File: src/rtl/cam_capture_seq_if.sv
// cam_capture_seq_if: dither BRAM read, pixel stream and frame RAM write ports of the capture sequencer.
interface cam_capture_seq_if;
  logic [9:0]  Dth_Addr;
  logic [7:0]  Dth_Data;
  logic        Pix_Start;
  logic        Pix_Valid;
  logic [7:0]  Pix_Data;
  logic        Pix_Ready;
  logic        Frm_We;
  logic [12:0] Frm_Addr;
  logic [7:0]  Frm_Data;
  modport master (
    output Dth_Addr, Pix_Start, Pix_Ready, Frm_We, Frm_Addr, Frm_Data,
    input  Dth_Data, Pix_Valid, Pix_Data
  );
  modport slave (
    input  Dth_Addr, Pix_Start, Pix_Ready, Frm_We, Frm_Addr, Frm_Data,
    output Dth_Data, Pix_Valid, Pix_Data
  );
endinterface

File: src/rtl/cam_capture_seq.sv
// cam_capture_seq: loads dither thresholds, waits out exposure, then dithers a 128x112 stream into 2bpp tiles.
module cam_capture_seq (
  input  logic             sys_clock,
  input  logic             sys_resetn,
  input  logic             Cam_Capture,
  input  logic [7:0]       Reg_A002,
  input  logic [7:0]       Reg_A003,
  input  logic             Tick_16us,
  output logic             Sig_CamCaptureFinish,
  cam_capture_seq_if.master bus
);
  typedef enum logic [2:0] {IDLE, LOAD, EXPOSE, STREAM, WR_LO, WR_HI, DONE} state_t;
  state_t      state_q, state_d;
  logic [2:0]  sync_q, sync_d;
  logic [5:0]  cnt_q, cnt_d;
  logic [15:0] exp_q, exp_d;
  logic [6:0]  x_q, x_d, y_q, y_d;
  logic [7:0]  lo_q, lo_d, hi_q, hi_d;
  logic        last_q, last_d;
  logic [7:0]  thr_q [48];
  logic [7:0]  thr_d [48];
  logic [9:0]  dth_addr_q, dth_addr_d;
  logic        pix_start_q, pix_start_d, pix_ready_q, pix_ready_d;
  logic        frm_we_q, frm_we_d, finish_q, finish_d;
  logic [12:0] frm_addr_q, frm_addr_d;
  logic [7:0]  frm_data_q, frm_data_d;
  logic        cap, rise, accept;
  logic [5:0]  idx;
  logic [1:0]  n_ge, colour;
  assign cap    = sync_q[1];
  assign rise   = sync_q[1] & ~sync_q[2];
  assign accept = pix_ready_q & bus.Pix_Valid;
  assign idx    = {2'b00, y_q[1:0], x_q[1:0]} * 6'd3;
  assign n_ge   = {1'b0, bus.Pix_Data >= thr_q[idx]} + {1'b0, bus.Pix_Data >= thr_q[idx + 6'd1]}
                + {1'b0, bus.Pix_Data >= thr_q[idx + 6'd2]};
  assign colour = 2'd3 - n_ge;
  always_comb begin
    sync_d     = {sync_q[1:0], Cam_Capture};
    state_d    = state_q;
    cnt_d      = cnt_q;
    exp_d      = exp_q;
    x_d        = x_q;
    y_d        = y_q;
    lo_d       = lo_q;
    hi_d       = hi_q;
    last_d     = last_q;
    thr_d      = thr_q;
    frm_addr_d = '0;
    frm_data_d = '0;
    case (state_q)
      IDLE: begin
        x_d    = '0;
        y_d    = '0;
        last_d = 1'b0;
        cnt_d  = '0;
        if (rise) state_d = LOAD;
      end
      LOAD: begin
        // BRAM data lags its address by one cycle, so entry i lands while cnt is i+1
        if (cnt_q != 6'd0) thr_d[cnt_q - 6'd1] = bus.Dth_Data;
        cnt_d = cnt_q + 6'd1;
        if (!cap) state_d = IDLE;
        else if (cnt_q == 6'd48) begin
          exp_d   = {Reg_A002, Reg_A003};
          state_d = (exp_d == 16'd0) ? STREAM : EXPOSE;
        end
      end
      EXPOSE: begin
        if (!cap) state_d = IDLE;
        else if (exp_q == 16'd0) state_d = STREAM;
        else if (Tick_16us) exp_d = exp_q - 16'd1;
      end
      STREAM: begin
        if (!cap) state_d = IDLE;
        else if (accept) begin
          lo_d = {colour[0], lo_q[7:1]};
          hi_d = {colour[1], hi_q[7:1]};
          x_d  = x_q + 7'd1;
          if (x_q == 7'd127) y_d = y_q + 7'd1;
          if (x_q[2:0] == 3'd7) begin
            state_d    = WR_LO;
            frm_addr_d = 13'h100 + {1'b0, y_q[6:3], x_q[6:3], y_q[2:0], 1'b0};
            frm_data_d = lo_d;
            last_d     = (x_q == 7'd127) && (y_q == 7'd111);
          end
        end
      end
      WR_LO: begin
        state_d    = WR_HI;
        frm_addr_d = frm_addr_q + 13'd1;
        frm_data_d = hi_q;
      end
      WR_HI: begin
        cnt_d   = '0;
        state_d = !cap ? IDLE : last_q ? DONE : STREAM;
      end
      DONE: begin
        cnt_d = cnt_q + 6'd1;
        if (cnt_q == 6'd7) state_d = IDLE;
      end
      default: state_d = IDLE;
    endcase
    pix_start_d = (state_d == STREAM) && (state_q == LOAD || state_q == EXPOSE);
    pix_ready_d = state_d == STREAM;
    frm_we_d    = (state_d == WR_LO) || (state_d == WR_HI);
    finish_d    = state_d == DONE;
    dth_addr_d  = (state_d == LOAD && cnt_d < 6'd48) ? {4'b1000, cnt_d} : 10'd0;
  end
  always_ff @(posedge sys_clock or negedge sys_resetn) begin
    if (!sys_resetn) begin
      state_q     <= IDLE;
      sync_q      <= '0;
      cnt_q       <= '0;
      exp_q       <= '0;
      x_q         <= '0;
      y_q         <= '0;
      lo_q        <= '0;
      hi_q        <= '0;
      last_q      <= 1'b0;
      thr_q       <= '{default: '0};
      dth_addr_q  <= '0;
      pix_start_q <= 1'b0;
      pix_ready_q <= 1'b0;
      frm_we_q    <= 1'b0;
      frm_addr_q  <= '0;
      frm_data_q  <= '0;
      finish_q    <= 1'b0;
    end else begin
      state_q     <= state_d;
      sync_q      <= sync_d;
      cnt_q       <= cnt_d;
      exp_q       <= exp_d;
      x_q         <= x_d;
      y_q         <= y_d;
      lo_q        <= lo_d;
      hi_q        <= hi_d;
      last_q      <= last_d;
      thr_q       <= thr_d;
      dth_addr_q  <= dth_addr_d;
      pix_start_q <= pix_start_d;
      pix_ready_q <= pix_ready_d;
      frm_we_q    <= frm_we_d;
      frm_addr_q  <= frm_addr_d;
      frm_data_q  <= frm_data_d;
      finish_q    <= finish_d;
    end
  end
  assign bus.Dth_Addr          = dth_addr_q;
  assign bus.Pix_Start         = pix_start_q;
  assign bus.Pix_Ready         = pix_ready_q;
  assign bus.Frm_We            = frm_we_q;
  assign bus.Frm_Addr          = frm_addr_q;
  assign bus.Frm_Data          = frm_data_q;
  assign Sig_CamCaptureFinish  = finish_q;
endmodule

File: src/flat_wrapper.sv
// flat-port wrapper written by rule: the top's interface ports become plain ports
module cam_capture_seq_flat 
  (sys_clock, sys_resetn, Cam_Capture, Reg_A002, Reg_A003, Tick_16us, Sig_CamCaptureFinish, bus_Dth_Addr, bus_Pix_Start, bus_Pix_Ready, bus_Frm_We, bus_Frm_Addr, bus_Frm_Data, bus_Dth_Data, bus_Pix_Valid, bus_Pix_Data);
  cam_capture_seq_if bus_i ();
  input  logic sys_clock;
  input  logic sys_resetn;
  input  logic Cam_Capture;
  input  logic [7:0] Reg_A002;
  input  logic [7:0] Reg_A003;
  input  logic Tick_16us;
  output logic Sig_CamCaptureFinish;
  output wire logic [$bits(bus_i.Dth_Addr)-1:0] bus_Dth_Addr;
  output wire logic [$bits(bus_i.Pix_Start)-1:0] bus_Pix_Start;
  output wire logic [$bits(bus_i.Pix_Ready)-1:0] bus_Pix_Ready;
  output wire logic [$bits(bus_i.Frm_We)-1:0] bus_Frm_We;
  output wire logic [$bits(bus_i.Frm_Addr)-1:0] bus_Frm_Addr;
  output wire logic [$bits(bus_i.Frm_Data)-1:0] bus_Frm_Data;
  input wire logic [$bits(bus_i.Dth_Data)-1:0] bus_Dth_Data;
  input wire logic [$bits(bus_i.Pix_Valid)-1:0] bus_Pix_Valid;
  input wire logic [$bits(bus_i.Pix_Data)-1:0] bus_Pix_Data;
  assign bus_Dth_Addr = bus_i.Dth_Addr;
  assign bus_Pix_Start = bus_i.Pix_Start;
  assign bus_Pix_Ready = bus_i.Pix_Ready;
  assign bus_Frm_We = bus_i.Frm_We;
  assign bus_Frm_Addr = bus_i.Frm_Addr;
  assign bus_Frm_Data = bus_i.Frm_Data;
  assign bus_i.Dth_Data = bus_Dth_Data;
  assign bus_i.Pix_Valid = bus_Pix_Valid;
  assign bus_i.Pix_Data = bus_Pix_Data;
  cam_capture_seq u_core (.sys_clock(sys_clock), .sys_resetn(sys_resetn), .Cam_Capture(Cam_Capture), .Reg_A002(Reg_A002), .Reg_A003(Reg_A003), .Tick_16us(Tick_16us), .Sig_CamCaptureFinish(Sig_CamCaptureFinish), .bus(bus_i));
endmodule
File: config.mk
export PLATFORM = sky130hd
export DESIGN_NAME = cam_capture_seq_flat
export DESIGN_NICKNAME = d
export VERILOG_FILES = /design/src/rtl/cam_capture_seq_if.sv /design/src/rtl/cam_capture_seq.sv /design/src/flat_wrapper.sv
export SDC_FILE = /design/constraint.sdc
export NUM_CORES = 1
export LEC_CHECK = 0
export CORE_ASPECT_RATIO = 0.9
export CORE_MARGIN = 2
export CORE_UTILIZATION = 40
export DETAILED_ROUTE_END_ITERATION = 7
export GPL_ROUTABILITY_DRIVEN = 0
export PLACE_DENSITY = 0.54
export SYNTH_ARGS = -nofsm -noshare
export SYNTH_HDL_FRONTEND = slang
export SYNTH_SLANG_ARGS = --single-unit
File: constraint.sdc
create_clock -name sys_clock -period 6.9 [get_ports sys_clock]
set_input_delay 1.035 -clock sys_clock [delete_from_list [all_inputs] [get_ports sys_clock]]
set_output_delay 1.035 -clock sys_clock [all_outputs]
set_load 0.01 [all_outputs]
# ---- Yosys cells after proc, flatten, opt, wreduce, memory -nomap -nowiden
# Cells that the tools add are included.
dict set report classes {
  addsub 12
  mul 1
  order_cmp 9
  eq_ne 25
  n_mux 52
  bitwise_logic 7
  reduce_logical 20
}
# operator n
set ops {}
lappend ops {{384-bit bitwise mux} 1}
lappend ops {{8-bit binary-select mux with 6-bit select} 3}
lappend ops {{16-bit 2-to-1 mux} 5}
lappend ops {{8-bit 2-to-1 mux} 10}
lappend ops {{8-bit demux with 6-bit select} 1}
lappend ops {{13-bit 2-to-1 mux} 3}
lappend ops {{7-bit 2-to-1 mux} 5}
lappend ops {{3-bit 2-to-1 mux} 11}
lappend ops {{16-bit zero test} 2}
lappend ops {{16-bit one-hot mux with 2 select lines} 1}
lappend ops {{7-bit greater-or-equal comparator, second input constant} 4}
lappend ops {{6-bit NOT with 7-bit output} 4}
lappend ops {{7-bit one-hot mux with 2 select lines} 2}
lappend ops {{13-bit one-hot mux with 2 select lines} 1}
lappend ops {{8-bit greater-or-equal comparator} 3}
lappend ops {{3-bit equality test, second input constant} 7}
lappend ops {{3-bit one-hot mux with 7 select lines} 1}
lappend ops {{8-bit one-hot mux with 2 select lines} 1}
lappend ops {{16-bit by 1-bit subtractor with 16-bit output, second input constant} 1}
lappend ops {{7-bit by 1-bit adder with 7-bit output, second input constant} 2}
lappend ops {{7-bit equality test, second input constant} 2}
lappend ops {{2-bit by 1-bit inequality test with 1-bit output, second input constant} 7}
lappend ops {{13-bit by 1-bit adder with 13-bit output, second input constant} 1}
lappend ops {{9-bit by 12-bit adder with 13-bit output, first input constant} 1}
lappend ops {{30 further kinds} 47}
dict set report word_totals {
  register_bits 478
}

# ---- Logic depth before layout (Yosys ltp)
dict set report logic_depth {
  depth_word 14
  ltp_mapped 24
  mapped_depth_nobuf 22
}

# ---- Worst setup path before layout
# Ideal clock, no wire load.
dict set report synth_path {
  kind {flip-flop to flip-flop}
  from {register u_core.x_q[1]}
  to {register u_core.lo_q[7]}
  setup_time_ns 0.125
  arrival_ns 5.572
  required_ns 6.775
  slack_ns 1.203
  path_stages_with_launch 24
  period_less_slack_ns 5.697
  cell_sequence {dfrtp_1 > inv_1 > ha_1 > buf_2 > inv_2 > buf_2 > ha_1 > buf_2 > buf_2 > clkbuf_1 > mux4_2 > mux2i_1 > nor2_1 > a211o_1 > ha_1 > nand2b_1 > a21o_1 > a21o_1 > a21oi_1 > nor2b_1 > o21ai_0 > a211o_1 > fa_1 > mux2_2}
}
dict set report synth_between {
  elab_chain_cells 10
  word_cells_on_any_way 21
}
# item line_no
set synth_lines {}
lappend synth_lines {{start: declaration} cam_capture_seq.sv:17} ;# logic [6:0] x_q, x_d, y_q, y_d;
lappend synth_lines {{start signal: assignment} cam_capture_seq.sv:115} ;# x_q <= '0;
lappend synth_lines {{start signal: assignment} cam_capture_seq.sv:133} ;# x_q <= x_d;
lappend synth_lines {{4-bit by 2-bit multiplier with 6-bit output *} cam_capture_seq.sv:33} ;# assign idx = {2'b00, y_q[1:0], x_q[1:0]} * 6'd3;
lappend synth_lines {{6-bit by 1-bit adder with 6-bit output} cam_capture_seq.sv:34} ;# assign n_ge = {1'b0, bus.Pix_Data >= thr_q[idx]} + {1'b0, bus.Pix_Data >= thr_q[idx + 6'd1]}
lappend synth_lines {{6-bit NOT with 7-bit output (not written as such)} cam_capture_seq.sv:34}
lappend synth_lines {{8-bit binary-select mux with 6-bit select} cam_capture_seq.sv:34}
lappend synth_lines {{8-bit 2-to-1 mux (not written as such) (2 in a row)} cam_capture_seq.sv:34}
lappend synth_lines {{8-bit greater-or-equal comparator} cam_capture_seq.sv:34}
lappend synth_lines {{1-bit by 1-bit adder with 2-bit output} cam_capture_seq.sv:34}
lappend synth_lines {{2-bit by 1-bit adder with 2-bit output *} cam_capture_seq.sv:35} ;# + {1'b0, bus.Pix_Data >= thr_q[idx + 6'd2]};
lappend synth_lines {{2-bit subtractor *} cam_capture_seq.sv:36} ;# assign colour = 2'd3 - n_ge;
lappend synth_lines {{via u_core.colour[0]} cam_capture_seq.sv:29} ;# logic [1:0] n_ge, colour;
lappend synth_lines {{end signal: assignment} cam_capture_seq.sv:135} ;# lo_q <= lo_d;
lappend synth_lines {{end: declaration} cam_capture_seq.sv:18} ;# logic [7:0] lo_q, lo_d, hi_q, hi_d;
# Mark *: on every way through the listed nets, which the timed path passes. The rest lies on a longest branch. The select of a mux whose other input is x is not followed.
# A chain may end at the register's enable or synchronous reset.

# ---- Worst setup path after layout
dict set report layout_path {
  from {register u_core.x_q[0]}
  to {register u_core.lo_q[7]}
}
# Same word-level chain as after synthesis.

==> flow_summary.ini <==
[run_status]
status = completed

[die]
die-area_um2 = 75000
start_util = 0.406
ios = 72
die_y_um = 260
fp-row-count = 93
core-area_um2 = 71800
dieWidth_um = 288

[drt]
drc_errors = 0
via_per_inst = 6.41
wl_per_cell_um = 29.1
ant_nets = 0
routed_wl_um = 89600
drtPass1Iterations = 5
vias = 19700
drtIter0Drc = 1974

[sta]
setup_ws_ns = 0.979
slew_violations = 0
tns_ns = 0
hold_viol = 0
fin_crit_ns = 5.92
min_period_over_period = 0.858
finalSetupViolations = 0
rsz0062_at_grt = false
clock.fmax_ghz = 0.169
skew_ns = 0.0349
worstMarginPinSlew_ns = 1.21
whs_ns = 0.362
max-slew-margin-rel = 0.191

[logic_synthesis]
synth_top_family_by_area = multiplexers
ys_seq_elements = 474
synth-xor-area-share = 0.0115
yosysSeqAreaShare = 0.407
synth_warnings = 0
synth_compound_area_frac = 0.0517
synth-async-reset-ratio = 1.00
synth.mux.area_fraction = 0.426
synth_fa_ha_area_frac = 0.0173
synth-simple-area-share = 0.0581
ys_types = 71
synth_cells = 2080
synth_ff_type = dfrtp_1
synth_edf_count = 0
avgSynthCellArea_um2 = 14.0
syn-cell-area_um2 = 29100

[setup_path]
r2r_start = u_core.x_q[0]
end_kind = flip-flop
arrival_ns = 6.41
path_cells = ha_1 > inv_1 > fa_2 > xnor2_2 > buf_4 > nor3_4 > xnor2_4 > buf_4 > buf_4 > mux2i_1 > o22ai_1 > a211oi_1 > ha_1 > a21o_1 > a21o_1 > a21oi_1 > nor2b_1 > o21ai_0 > a211o_1 > fa_1 > mux2_2
required_ns = 7.38
cp_slowest_cell = xnor2_2
rrSetupSlack_ns = 0.98
worstPathMaxFanout = 11
startpoint_type = flip-flop
cp_slowest_stage_delay_ns = 0.52
timing.rr.end = u_core.lo_q[7]
r2r_cells = 21
path_class = flip-flop to flip-flop
worst_path_most_repeated_cell = buf_4

[finish]
stdcell_count = 3079
drive_gt1_frac = 0.381
area_growth_pct = 11.8
final_util = 0.454
final_cell_mix = dfrtp_1, mux2_2, mux4_2, nand2_1, mux2_1
final_common_cell = dfrtp_1
final_nets = 2167
num_antenna_cells = 0

[worst_hold_path]
min_path_type = flip-flop to flip-flop
min_from = u_core.sync_q[0]
min_delay_worst_endpoint = u_core.sync_q[1]
whs_path_depth = 0

[power_and_ir_drop]
powerDensity_nw_per_um2 = 277
p_leak_nw = 12.6
ir_worst_vdd_mv = 0.189

[placement]
dp.cells = 2986
port_buffers = 68
dp_slack_ns = 0.974
hpwl_um = 60800

[clocking]
post-cts-setup-buffers = 0
cts_made_buffers = 53
cts.sinks = 474
cts_tree = built
htree_levels = 2
clock_latency_ns = 0.63
clockRootBuffer = clkbuf_16
clk_path_buf_depth = 3
clkSlewWorstSetupHoldPaths_ns = 0.06
cts-resized-gates = 0
cts_hold_repair.buffers = 0

[job]
max_cap_viol_count = 0

[grt]
grt_pass1_vias = 19500
grt_max_degree = 165
antenna_found_initial = 1
grt_use_total = 0.242
gr-total-overflow = 0
grt_pass1_wl_um = 134000
==> layer usage <==
| layer | wire length [um] | vias to the layer above | track usage |
|---|---|---|---|
| met5 | 23 | - | 0 |
| li1 | - | 8193 | - |
| met2 | 40300 | 860 | 0.359 |
| met1 | 39200 | 10600 | 0.352 |
| met4 | 2070 | 2 | 0.0597 |
| met3 | 8030 | 130 | 0.0645 |
==> how the worst max path moves through the flow <==
stage,startpoint,to,cells after the start
6_report,u_core.x_q[0],u_core.lo_q[7],21
5_1_grt,u_core.x_q[0],u_core.lo_q[7],21
4_1_cts,u_core.x_q[0],u_core.lo_q[7],19
3_5_place_dp,u_core.x_q[0],u_core.lo_q[7],19
3_3_place_gp,u_core.x_q[0],u_core.lo_q[7],20
2_1_floorplan,u_core.x_q[1],u_core.lo_q[7],23
==> kinds of logic (layout without fill, tap and decap cells) <==
group,after synthesis,count (layout)
muxes,792,792
DFF,474,474
and+or+nand+nor,318,318
AOI/OAI and AO/OA,235,235
buffers and inverters,190,237
adders and majority gates,39,39
xor gates and xnor gates,31,31
other,1,3
==> critical path, delay by kind of cell, from the launching register on <==
family | cells | cell delay [ns]
fa+ha+maj | 4 | 1.44
compound gates | 7 | 1.35
xor+xnor | 2 | 0.97
buf+inv | 4 | 0.91
mux | 2 | 0.51
flops | 1 | 0.45
simple gates | 2 | 0.15
==> cell type report <==
type,count,area [um2]
Multi-Input combinational cell,1418,16500
Clock buffer,72,1510
Tap cell,950,1190
Sequential cell,474,11900
Timing Repair Buffer,116,1100
Inverter,28,105
Fill cell,6326,39200
Clock inverter,21,273
==> per-stage QoR <==
step | instance area (um2) | power [W]
3_5_place_dp | 30800 | 0.00606
3_3_place_gp | 30800 | 0.00599
2_1_floorplan | 29100 | 0.00529
4_1_cts | 32600 | 0.00903
6_report | 32600 | 0.00902
5_1_grt | 32600 | 0.00940
==> Yosys cell counts, types with 19 or more instances <==
library cell  instances  area [um2]
nor3_1               19        95.1
mux2_2              326        3670
mux2_1               82         923
nand3_1              22         110
dfrtp_1             474       11900
mux2i_1              66         661
ha_1                 37         463
o21ai_0              51         255
nand2_1              92         345
mux4_2              318        7160
nor2_1               78         293
buf_2                45         225
nor2b_1              28         175
a21oi_1              60         300
inv_1                20        75.1
clkbuf_1             92         345
==> state kept, by name, summed over array words and instances, names as in the netlist, 7 cells and up <==
| name | cells |
|---|---|
| u_core.bus.Dth_Addr | 7 |
| u_core.bus.Frm_Addr | 13 |
| u_core.bus.Frm_Data | 8 |
| u_core.exp_q | 16 |
| u_core.hi_q | 8 |
| u_core.lo_q | 7 |
| u_core.thr_q | 384 |
| u_core.x_q | 7 |
| u_core.y_q | 7 |
==> power by group <==
group          leakage (nW)  internal [W]  switching (W)
logic                  5.88       0.00118       0.000918
registers              5.84       0.00334       0.000627
clock network         0.881       0.00175        0.00120
total                  12.6       0.00627        0.00275
Power figures use the tool's default switching activity.
